**config.mk**
```make
export PLATFORM = sky130hd
export DESIGN_NAME = r4_line_buffer
export DESIGN_NICKNAME = d
export VERILOG_FILES = /design/src/rtl/r4_line_buffer_pkg.sv /design/src/rtl/r4_line_buffer_line_mem.sv /design/src/rtl/r4_line_buffer.sv
export SDC_FILE = /design/constraint.sdc
export NUM_CORES = 1
export LEC_CHECK = 0
export CAP_MARGIN = 20
export CORE_MARGIN = 5
export CORE_UTILIZATION = 35
export CTS_CLUSTER_SIZE = 14
export DETAILED_ROUTE_END_ITERATION = 6
export PLACE_DENSITY = 0.63
export SLEW_MARGIN = 20
export SYNTH_ARGS = -nofsm -noshare
export SYNTH_HDL_FRONTEND = slang
export SYNTH_SLANG_ARGS = --single-unit
```
**constraint.sdc**
```tcl
create_clock -name clk -period 6.1 [get_ports clk]
set_input_delay 0.915 -clock clk [delete_from_list [all_inputs] [get_ports clk]]
set_output_delay 0.915 -clock clk [all_outputs]
set_load 0.005 [all_outputs]
```
**src/rtl/r4_line_buffer_pkg.sv**
```systemverilog
// Shared R4 filter constants: pixel width, tap count and counter width.
package r4_line_buffer_pkg;
  localparam int PIX_W = 8;
  localparam int TAPS  = 9;
  localparam int CNT_W = 10;
  localparam int LINES = TAPS - 1;

  typedef logic [PIX_W-1:0] pix_t;
  typedef logic [CNT_W-1:0] cnt_t;
endpackage

```
**src/rtl/r4_line_buffer_line_mem.sv**
```systemverilog
// One image row of pixel storage with a read-before-write port at a single address.
// Latency: read is combinational and returns the old word; write lands at the clock edge; no backpressure.
module line_mem
  import r4_line_buffer_pkg::*;
#(
  parameter int COLS = 11,
  parameter int AW   = $clog2(COLS)
) (
  input  logic          clk,
  input  logic          en,
  input  logic [AW-1:0] addr,
  input  pix_t          wdata,
  output pix_t          rdata
);

  pix_t mem [COLS];

  assign rdata = mem[addr];

  always_ff @(posedge clk) begin
    if (en) mem[addr] <= wdata;
  end

endmodule

```
**src/rtl/r4_line_buffer.sv**
```systemverilog
// Builds a 9-pixel vertical window from a raster pixel stream using eight chained line memories.
// Latency: 1 cycle from valid_in to outputs; no backpressure, a pixel is accepted on every valid_in.
module r4_line_buffer
  import r4_line_buffer_pkg::*;
#(
  parameter int COLS = 11,
  parameter int ROWS = 11
) (
  input  logic             clk,
  input  logic             rst,
  input  logic             valid_in,
  input  logic [PIX_W-1:0] data_in,
  output logic [PIX_W-1:0] S1,
  output logic [PIX_W-1:0] S2,
  output logic [PIX_W-1:0] S3,
  output logic [PIX_W-1:0] S4,
  output logic [PIX_W-1:0] S5,
  output logic [PIX_W-1:0] S6,
  output logic [PIX_W-1:0] S7,
  output logic [PIX_W-1:0] S8,
  output logic [PIX_W-1:0] S9,
  output logic             valid_o,
  output logic [CNT_W-1:0] col_o,
  output logic             done_o
);

  localparam int AW = $clog2(COLS);

  cnt_t col;
  cnt_t row;
  pix_t rd [LINES];
  pix_t wr [LINES];
  pix_t s_q [TAPS];
  logic wr_en;
  logic last_col;
  logic last_row;

  // Reset wins over a coincident pixel, so the memories do not shift either.
  assign wr_en    = valid_in & ~rst;
  assign last_col = (col == cnt_t'(COLS - 1));
  assign last_row = (row == cnt_t'(ROWS - 1));

  genvar k;
  generate
    for (k = 0; k < LINES; k++) begin : g_line
      if (k == 0) begin : g_head
        assign wr[k] = data_in;
      end else begin : g_tail
        assign wr[k] = rd[k-1];
      end
      line_mem #(.COLS(COLS), .AW(AW)) u_mem (
        .clk   (clk),
        .en    (wr_en),
        .addr  (col[AW-1:0]),
        .wdata (wr[k]),
        .rdata (rd[k])
      );
    end
  endgenerate

  always_ff @(posedge clk) begin
    if (rst) begin
      col     <= '0;
      row     <= '0;
      col_o   <= '0;
      valid_o <= 1'b0;
      done_o  <= 1'b0;
      for (int j = 0; j < TAPS; j++) s_q[j] <= '0;
    end else begin
      valid_o <= 1'b0;
      done_o  <= 1'b0;
      if (valid_in) begin
        s_q[TAPS-1] <= data_in;
        // Deepest line holds the oldest row, which lands on the top tap.
        for (int j = 0; j < LINES; j++) s_q[LINES-1-j] <= rd[j];
        col_o   <= col;
        valid_o <= (row >= cnt_t'(LINES));
        done_o  <= last_row & last_col;
        if (last_col) begin
          col <= '0;
          row <= last_row ? '0 : row + 1'b1;
        end else begin
          col <= col + 1'b1;
        end
      end
    end
  end

  assign S1 = s_q[0];
  assign S2 = s_q[1];
  assign S3 = s_q[2];
  assign S4 = s_q[3];
  assign S5 = s_q[4];
  assign S6 = s_q[5];
  assign S7 = s_q[6];
  assign S8 = s_q[7];
  assign S9 = s_q[8];

endmodule

```
# Word level (Yosys, flattened, before mapping)
# Memory sizes are Yosys's and may differ from the RTL's. A register that Yosys moved wholly into a read port is not among the register bits.
# Index checks and enable logic that the tools add are counted.
# totals
latch_bits,0
wordCells,68
romBits,0
memories,9
reg_bits,32
ram_bits,776
out_inout_bits,84
in_bits,11
# op_classes
n_reduce_logical,2
n_div,0
eq_ne,2
magnitude_cmp,1
multipliers,0
shifts,0
muxes,34
n_addsub,2
n_bitwise,13
# memory_table
memory,words,word_bits,rd,rd_ports_with_merged_regs,wr,line,source
g_line[0].u_mem.mem,11,8,1,1,1,r4_line_buffer_line_mem.sv:16,pix_t mem [COLS];
g_line[1].u_mem.mem,11,8,1,1,1,r4_line_buffer_line_mem.sv:16,
g_line[2].u_mem.mem,11,8,1,1,1,r4_line_buffer_line_mem.sv:16,
g_line[3].u_mem.mem,11,8,1,1,1,r4_line_buffer_line_mem.sv:16,
g_line[4].u_mem.mem,11,8,1,1,1,r4_line_buffer_line_mem.sv:16,
g_line[5].u_mem.mem,11,8,1,1,1,r4_line_buffer_line_mem.sv:16,
3 more memories,n/a,n/a,n/a,n/a,n/a,n/a,
# op_table
cell,count
two-way mux 8 bit,9
two-way mux 4 bit,16
"adder 10 x 1 -> 10 bit, second input constant",2
"equality test 10 x 4 -> 1 bit, second input constant",2
two-way mux 10 bit,2
"greater-or-equal comparator 10 x 4 -> 1 bit, second input constant",1
bitwise OR 1 bit,9
two-way mux 1 bit,7
bitwise AND 1 bit,2
inverter 1 bit,2
AND reduction 2 bit,1
OR reduction 2 bit,1

# Longest topological paths before layout
# Gate-level depths: netlist of run 1.
# depth
ltp_word,4
ltp_mapped,8
mapped_depth_nobuf,6

# By module
# A second synthesis of run 1 with hierarchy kept.
# unflattened
hier_cells,1905
area_unflattened_um2,33215.6
# by_module_without_submodules
module,instances,seq_area_each_um2,cells_per_inst,area_per_inst_um2
line_mem,8,2642.5,200,3641.0
r4_line_buffer,1,2802.7,305,4087.7

# Worst setup path after synthesis of run 1
# Ideal clock, no wire load.
# synth_path
kind,input-to-reg
startpoint,input port valid_in
endpoint,memory g_line[0].u_mem.mem[3][0] (netlist bit) (enable)
setup_time_ps,578
required_time_ps,5522
slack_ps,-552
arrival_ps,6074
path_buffers,2
cell_stages,3
path_cell_list,buf_2 -> buf_2 -> nor3b_1
# synth_between
elab_chain_len,3
# synth_lines
element,line,source
start: declaration,r4_line_buffer.sv:11,"input logic valid_in,"
bitwise AND 1 bit,r4_line_buffer.sv:39,assign wr_en = valid_in & ~rst;
two-way mux 1 bit,r4_line_buffer_line_mem.sv:21,if (en) mem[addr] <= wdata;
two-way mux 1 bit (implied by the code),r4_line_buffer_line_mem.sv:21,
end: declaration,r4_line_buffer_line_mem.sv:16,
# No other way between the ends.

# Final worst setup path of run 1
# layout_path
startpoint,input port rst
endpoint,memory g_line[2].u_mem.mem[7][6] (netlist bit) (enable)
# layout_between
elab_chain_len,4
# layout_lines
element,line,source
start: declaration,r4_line_buffer.sv:10,"input logic rst,"
inverter 1 bit,r4_line_buffer.sv:39,
bitwise AND 1 bit,r4_line_buffer.sv:39,
two-way mux 1 bit,r4_line_buffer_line_mem.sv:21,
two-way mux 1 bit (implied by the code),r4_line_buffer_line_mem.sv:21,
end: declaration,r4_line_buffer_line_mem.sv:16,
# No other way between the ends.

==> impl_metrics.env, run 1 <==
export IMPL_critical_path_cell_chain="clkdlybuf4s50_1 > or3b_2 > nor2_4 > buf_4"
export IMPL_dp_hpwl_mm=38.8
export IMPL_synth_top_cell_area_share_pct=75.0
export IMPL_htree_num_levels=3
export IMPL_dpl_cell_count=3090
export IMPL_globalRouteOverflowTotal=0
export IMPL_global_route_usage_total_pct=14.4
export IMPL_drt_total_wl_mm=69.6
export IMPL_synth_common_cells="776 x sky130_fd_sc_hd__edfxtp_1, 330 x sky130_fd_sc_hd__mux2i_1, 189 x sky130_fd_sc_hd__nand2_1, 112 x sky130_fd_sc_hd__o22ai_1, 96 x sky130_fd_sc_hd__nor2_1"
export IMPL_worst_slew_pin_slew_ns=1.05
export IMPL_postLayoutSetupSlackWorst_ns=2.55
export IMPL_timing_slew_headroom_pct=29.7
export IMPL_holdCritPathClass="register to register"
export IMPL_antenna_found_initial=2
export IMPL_power_ir_vdd_worst_mv=0.254
export IMPL_num_vias=16518
export IMPL_syn_area_um2=31100
export IMPL_yosysMostFrequentCell="sky130_fd_sc_hd__edfxtp_1"
export IMPL_setup_worst_path_class="input pin to register"
export IMPL_core_area_um2=88200
export IMPL_pin_count_of_the_biggest_net_entering_global_routing=125
export IMPL_vias_per_cell=5.10
export IMPL_start_kind="input pin"
export IMPL_timing_final_hold_violations=0
export IMPL_end_kind="register"
export IMPL_worst_setup_hold_path_clk_slew_ns=0.05
export IMPL_final_core_util_pct=40.9
export IMPL_ys_types=46
export IMPL_synth_largest_area_cell="sky130_fd_sc_hd__edfxtp_1"
export IMPL_gpl_final_weighted_congestion=0.756
export IMPL_max_cap_violations=0
export IMPL_worstSkewPairLatency_ns=0.63
export IMPL_cts_repair_resized=0
export IMPL_num_io_pins=95
export IMPL_critical_path_slowest_cell="sky130_fd_sc_hd__clkdlybuf4s50_1"
export IMPL_power_density_nw_per_um2=331
export IMPL_tritoncts_clock_tree="done"
export IMPL_endpoint_required_time_on_the_critical_path_ns=6.37
export IMPL_place_ws_ns=1.87
export IMPL_cts_sinks=812
export IMPL_synth_warning_count=0
export IMPL_status="finished clean"
export IMPL_areaGrowthSynthToFinish_pct=16.2
export IMPL_grt_pass1_wl_mm=104
export IMPL_die_height_um=308
export IMPL_cts_root_buf="sky130_fd_sc_hd__clkbuf_16"
export IMPL_initial_core_util_pct=35.2
export IMPL_number_of_global_route_vias_before_repair=16831
export IMPL_synth_top_flop_cell="sky130_fd_sc_hd__edfxtp_1"
export IMPL_worst_path_bufs_invs=2
export IMPL_drc=0
export IMPL_synth_enable_flop_cells=776
export IMPL_design_area_um2=36100
export IMPL_timing_clock_skew_ns=0.0245
export IMPL_path_delay_family="simple AND/OR/NAND/NOR gates"
export IMPL_layout_cells_non_filler=3242
export IMPL_drt_iter0_markers=1244
export IMPL_power_leakage_nw=11.2
export IMPL_setup_tns_ns=0
export IMPL_tritoncts_num_buffers=83
export IMPL_synth_top_cells_by_area="sky130_fd_sc_hd__edfxtp_1 75%, sky130_fd_sc_hd__mux2i_1 11%, sky130_fd_sc_hd__dfxtp_1 2.3%"
export IMPL_post_synth_cell_area_avg_um2=16.4
export IMPL_synth_cells=1898
export IMPL_layout_worst_path_cycle_share_pct=58.2
export IMPL_dpl_cell_area_um2=33500
export IMPL_route_antenna_remaining_nets=0
export IMPL_max_freq_ghz=0.282
export IMPL_portBuffers=94
export IMPL_cts_hold_buffers=0
export IMPL_floorplan_rows=109
export IMPL_final_max_slew_violation_count=0
export IMPL_yosysSeqAreaShare_pct=77.3
export IMPL_period_needed_ns=3.55
export IMPL_hold_slack_ns=0.505
export IMPL_finalPower_mw=12.0
export IMPL_routed_len_inst_um=21.5
export IMPL_area_of_the_die_um2=94900
export IMPL_postCtsSetupRepairBufs=0
export IMPL_die_w_um=308
export IMPL_timing_critical_path_fanout_max=28
export IMPL_rsz0062_at_grt="no"
export IMPL_post_route_cells_drive_above_1_share_pct=8.33
export IMPL_dr_pass1_iterations=6
export IMPL_critPathMaxStageDelay_ns=0.83
export IMPL_mappedNetlistNets=1916
export IMPL_design_final_nets=2029
export IMPL_max_clock_path_buffers=3
export IMPL_arrival_ns=3.82
export IMPL_total_of_endpoints_with_negative_setup_slack_in_the_final_report=0
export IMPL_synth_ff_latch_count=812
export IMPL_ys_async_sr_fraction_pct=0
-- state kept, by name, summed over array words and instances (netlist names), named ones only --
name and cells:
col 10, col_o 10, done_o 1, g_line.u_mem.mem 704
row 10, s_q 72, valid_o 1
-- worst reg2reg max path: stages, from the launching register on --
cell                      delay [ns]
sky130_fd_sc_hd__dfxtp_4        1.01
sky130_fd_sc_hd__or3_2          0.80
sky130_fd_sc_hd__buf_4          0.56
sky130_fd_sc_hd__o22ai_1        0.23
sky130_fd_sc_hd__nor2_1         0.20
sky130_fd_sc_hd__nand2_1        0.28
-- layout by cell type, fill, tap and decap left out, types with 5 or more instances in the layout --
master | Yosys | routed
sky130_fd_sc_hd__a22oi_1 | 8 | 8
sky130_fd_sc_hd__nand3_1 | 14 | 14
sky130_fd_sc_hd__o22ai_1 | 112 | 112
sky130_fd_sc_hd__inv_1 | 9 | 9
sky130_fd_sc_hd__ha_1 | 7 | 7
sky130_fd_sc_hd__clkbuf_16 | 0 | 84
sky130_fd_sc_hd__xor2_1 | 5 | 5
sky130_fd_sc_hd__a21oi_1 | 71 | 71
sky130_fd_sc_hd__clkinv_1 | 0 | 21
sky130_fd_sc_hd__nand2_1 | 189 | 189
sky130_fd_sc_hd__mux2i_1 | 330 | 330
sky130_fd_sc_hd__edfxtp_1 | 776 | 776
sky130_fd_sc_hd__xnor2_1 | 5 | 5
sky130_fd_sc_hd__nand4_1 | 15 | 15
sky130_fd_sc_hd__nor2b_1 | 5 | 5
sky130_fd_sc_hd__buf_4 | 5 | 25
sky130_fd_sc_hd__bufinv_16 | 0 | 6
sky130_fd_sc_hd__and2_1 | 8 | 8
sky130_fd_sc_hd__buf_12 | 0 | 6
sky130_fd_sc_hd__clkdlybuf4s50_1 | 0 | 94
sky130_fd_sc_hd__nor2_1 | 96 | 89
sky130_fd_sc_hd__clkbuf_1 | 41 | 19
sky130_fd_sc_hd__o21ai_0 | 69 | 69
sky130_fd_sc_hd__nor2_4 | 0 | 7
sky130_fd_sc_hd__clkinv_2 | 0 | 11
sky130_fd_sc_hd__dfxtp_1 | 36 | 32
-- layout make-up --
| class | count | area [um^2] |
|---|---|---|
| inverters | 9 | 33.8 |
| clock inverters | 47 | 409 |
| multi-input cells | 977 | 6690 |
| fillers | 7797 | 52100 |
| diodes | 1 | 2.50 |
| repair buffers | 128 | 1330 |
| clock buffers | 103 | 2170 |
| well taps | 1165 | 1460 |
| flip-flops and latches | 812 | 24000 |
-- routing by layer --
layer | vias to the layer above | GRT usage [%] | routed length, um
met3 | 127 | 2.61 | 3740
met1 | 8425 | 18.7 | 29500
met4 | 0 | 4.78 | 2050
met5 | - | 0 | 0
met2 | 430 | 24.5 | 34300
li1 | 7536 | - | -
-- power by group --
group          total (mW)  internal [mW]  switching, mW
Clock                4.84           2.79           2.05
Sequential           6.41           6.35         0.0667
Combinational       0.700          0.219          0.482
Total                12.0           9.35           2.60
-- final timing paths --
| check | start | to | slack, ns | depth (start not counted) |
|---|---|---|---|---|
| worst min-delay path | col_o[7]$_SDFFE_PP0P_ | col_o[7]$_SDFFE_PP0P_ | 0.50 | 2 |
| worst max register to register | register | g_line[3].u_mem.mem[10][0]$_DFFE_PP_ | 2.67 | 5 |
| worst max-delay path | rst | g_line[2].u_mem.mem[7][6]$_DFFE_PP_ | 2.55 | 4 |
| worst min register to register | col_o[7]$_SDFFE_PP0P_ | col_o[7]$_SDFFE_PP0P_ | 0.50 | 2 |
-- cell families (layout without fill, tap and decap cells) --
group | after synthesis | in the layout | synth area share (%)
DFF | 812 | 812 | 77.3
other | 0 | 1 | 0
muxes | 330 | 330 | 10.6
AOI/OAI and AO/OA | 268 | 268 | 4.90
buffers and inverters | 109 | 287 | 1.55
adders and majority gates | 7 | 7 | 0.282
and+or+nand+nor | 362 | 362 | 5.08
xor gates and xnor gates | 10 | 10 | 0.282
Power figures use the tool's default switching activity.
==> inputs of run 2 (changes only) <==
--- a/config.mk
+++ b/config.mk
@@ -10,7 +10,7 @@
 export CORE_UTILIZATION = 35
 export CTS_CLUSTER_SIZE = 14
 export DETAILED_ROUTE_END_ITERATION = 6
-export PLACE_DENSITY = 0.63
+export PLACE_DENSITY = 0.61
 export SLEW_MARGIN = 20
 export SYNTH_ARGS = -nofsm -noshare
 export SYNTH_HDL_FRONTEND = slang
==> constraint.sdc (replaced) <==
create_clock -name clk -period 3.41 [get_ports clk]
set_input_delay 0.5115 -clock clk [delete_from_list [all_inputs] [get_ports clk]]
set_output_delay 0.5115 -clock clk [all_outputs]
set_load 0.005 [all_outputs]
==> run 2 against run 1 <==
Against the previous run: core utilization increased by 0.43 points; register-to-register slack got worse by 1.9 ns; die area unchanged; worst setup slack got worse by 1.8 ns; critical path depth increased by 1; largest cell class unchanged; global-route usage increased by 0.37 points; combinational power increased by 89%; clock skew increased by 0.0019 ns.
==> impl_metrics.env, run 2 (synthesized netlist as in run 1, its figures left out) <==
export IMPL_postLayoutSetupSlackWorst_ns=0.769
export IMPL_cts_sinks=812
export IMPL_worst_setup_hold_path_clk_slew_ns=0.06
export IMPL_power_density_nw_per_um2=590
export IMPL_total_of_endpoints_with_negative_setup_slack_in_the_final_report=0
export IMPL_number_of_global_route_vias_before_repair=17142
export IMPL_timing_final_hold_violations=0
export IMPL_initial_core_util_pct=35.2
export IMPL_drt_iter0_markers=1278
export IMPL_antenna_diode_count=0
export IMPL_num_vias=16629
export IMPL_vias_per_cell=5.09
export IMPL_cts_root_buf="sky130_fd_sc_hd__clkbuf_16"
export IMPL_postCtsSetupRepairBufs=0
export IMPL_tritoncts_num_buffers=86
export IMPL_holdCritPathClass="register to register"
export IMPL_num_io_pins=95
export IMPL_areaGrowthSynthToFinish_pct=17.4
export IMPL_die_height_um=308
export IMPL_cts_hold_buffers=0
export IMPL_drc=0
export IMPL_die_w_um=308
export IMPL_rsz0062_at_grt="no"
export IMPL_place_ws_ns=0.534
export IMPL_drt_total_wl_mm=70.9
export IMPL_endpoint_required_time_on_the_critical_path_ns=3.69
export IMPL_globalRouteOverflowTotal=0
export IMPL_layout_top_registers="g_line.u_mem.mem (704), s_q (72)"
export IMPL_worst_slew_pin_slew_ns=1.03
export IMPL_routed_len_inst_um=21.7
export IMPL_largest_reg_flops=704
export IMPL_global_route_usage_total_pct=14.7
export IMPL_timing_critical_path_fanout_max=25
export IMPL_worstSkewPairLatency_ns=0.64
export IMPL_setup_worst_path_class="register to register"
export IMPL_route_antenna_remaining_nets=0
export IMPL_arrival_ns=2.92
export IMPL_max_cap_violations=0
export IMPL_layout_worst_path_cycle_share_pct=77.5
export IMPL_area_of_the_die_um2=94900
export IMPL_final_common_cell="sky130_fd_sc_hd__edfxtp_1"
export IMPL_antenna_found_initial=0
export IMPL_gpl_final_weighted_congestion=0.743
export IMPL_floorplan_rows=109
export IMPL_dp_hpwl_mm=39.5
export IMPL_cts_repair_resized=0
export IMPL_post_route_cells_drive_above_1_share_pct=9.42
export IMPL_power_ir_vdd_worst_mv=0.351
export IMPL_portBuffers=94
export IMPL_status="finished clean"
export IMPL_max_freq_ghz=0.379
export IMPL_htree_num_levels=3
export IMPL_design_final_nets=2048
export IMPL_pin_count_of_the_biggest_net_entering_global_routing=95
export IMPL_core_area_um2=88200
export IMPL_layout_cells_most_common_list="776 x sky130_fd_sc_hd__edfxtp_1, 330 x sky130_fd_sc_hd__mux2i_1, 189 x sky130_fd_sc_hd__nand2_1"
export IMPL_layout_cells_non_filler=3267
export IMPL_top_register="g_line.u_mem.mem"
export IMPL_start_kind="register"
export IMPL_timing_clock_skew_ns=0.0264
export IMPL_finalPower_mw=21.5
export IMPL_grt_pass1_wl_mm=107
export IMPL_tritoncts_clock_tree="done"
export IMPL_power_leakage_nw=11.3
export IMPL_dr_pass1_iterations=5
export IMPL_timing_slew_headroom_pct=31.2
export IMPL_period_needed_ns=2.64
export IMPL_end_kind="register"
export IMPL_max_clock_path_buffers=3
export IMPL_dpl_cell_count=3107
export IMPL_final_max_slew_violation_count=0
[run 2: cell count changes in the layout (fill, tap and decap cells not counted), sizes merged]
cell / change
bufinv: -3
diode: -1
inv: -3
clkinvlp: +2
clkbuf: +6
clkinv: +8
buf: +16
[run 2: through the flow]
step           TNS (ns)  instance area (um^2)  util [%]  hold WS, ns
3_5_place_dp          0                 33800      38.3        0.484
4_1_cts               0                 36500      41.4        0.505
6_report              0                 36500      41.4        0.503
2_1_floorplan   -340.18                 31100         -        0.449
3_3_place_gp          0                 33800      38.3        0.469
5_1_grt               0                 36500      41.4        0.520
[run 2: worst paths after layout]
path / end / startpoint / slack, ns / cells after the start
setup / recovery: g_line[2].u_mem.mem[0][3]$_DFFE_PP_ / register / 0.77 / 5
hold / removal: col_o[2]$_SDFFE_PP0P_ / col_o[2]$_SDFFE_PP0P_ / 0.50 / 2
setup reg to reg: g_line[2].u_mem.mem[0][3]$_DFFE_PP_ / register / 0.77 / 5
hold reg to reg: col_o[2]$_SDFFE_PP0P_ / col_o[2]$_SDFFE_PP0P_ / 0.50 / 2
[run 2: final cells by class]
cell class	instances	area (um^2)
Clock buffer	109	2290
Clock inverter	51	384
Fill cell	7818	51700
Inverter	9	33.8
Multi-Input combinational cell	977	6690
Sequential cell	812	24000
Tap cell	1165	1460
Timing Repair Buffer	144	1620
[run 2: worst max-delay path, stage by stage (launching register included)]
cell	delay [ns]
sky130_fd_sc_hd__dfxtp_4	0.68
sky130_fd_sc_hd__or3_2	0.60
sky130_fd_sc_hd__buf_4	0.40
sky130_fd_sc_hd__o22ai_1	0.11
sky130_fd_sc_hd__nor2_1	0.18
sky130_fd_sc_hd__nand2_1	0.28
[run 2: layer usage]
layer	GRT usage (%)	share of wire, %	wire length (um)
met2	24.9	49	34900
met5	0	0	0
met3	2.58	5.4	3820
met4	4.62	2.7	1920
met1	19.6	43	30300
[run 2: power breakdown]
group | total (mW) | switching (mW) | internal, mW
Combinational | 1.32 | 0.904 | 0.415
Clock | 8.77 | 3.76 | 5.01
Sequential | 11.4 | 0.0866 | 11.4
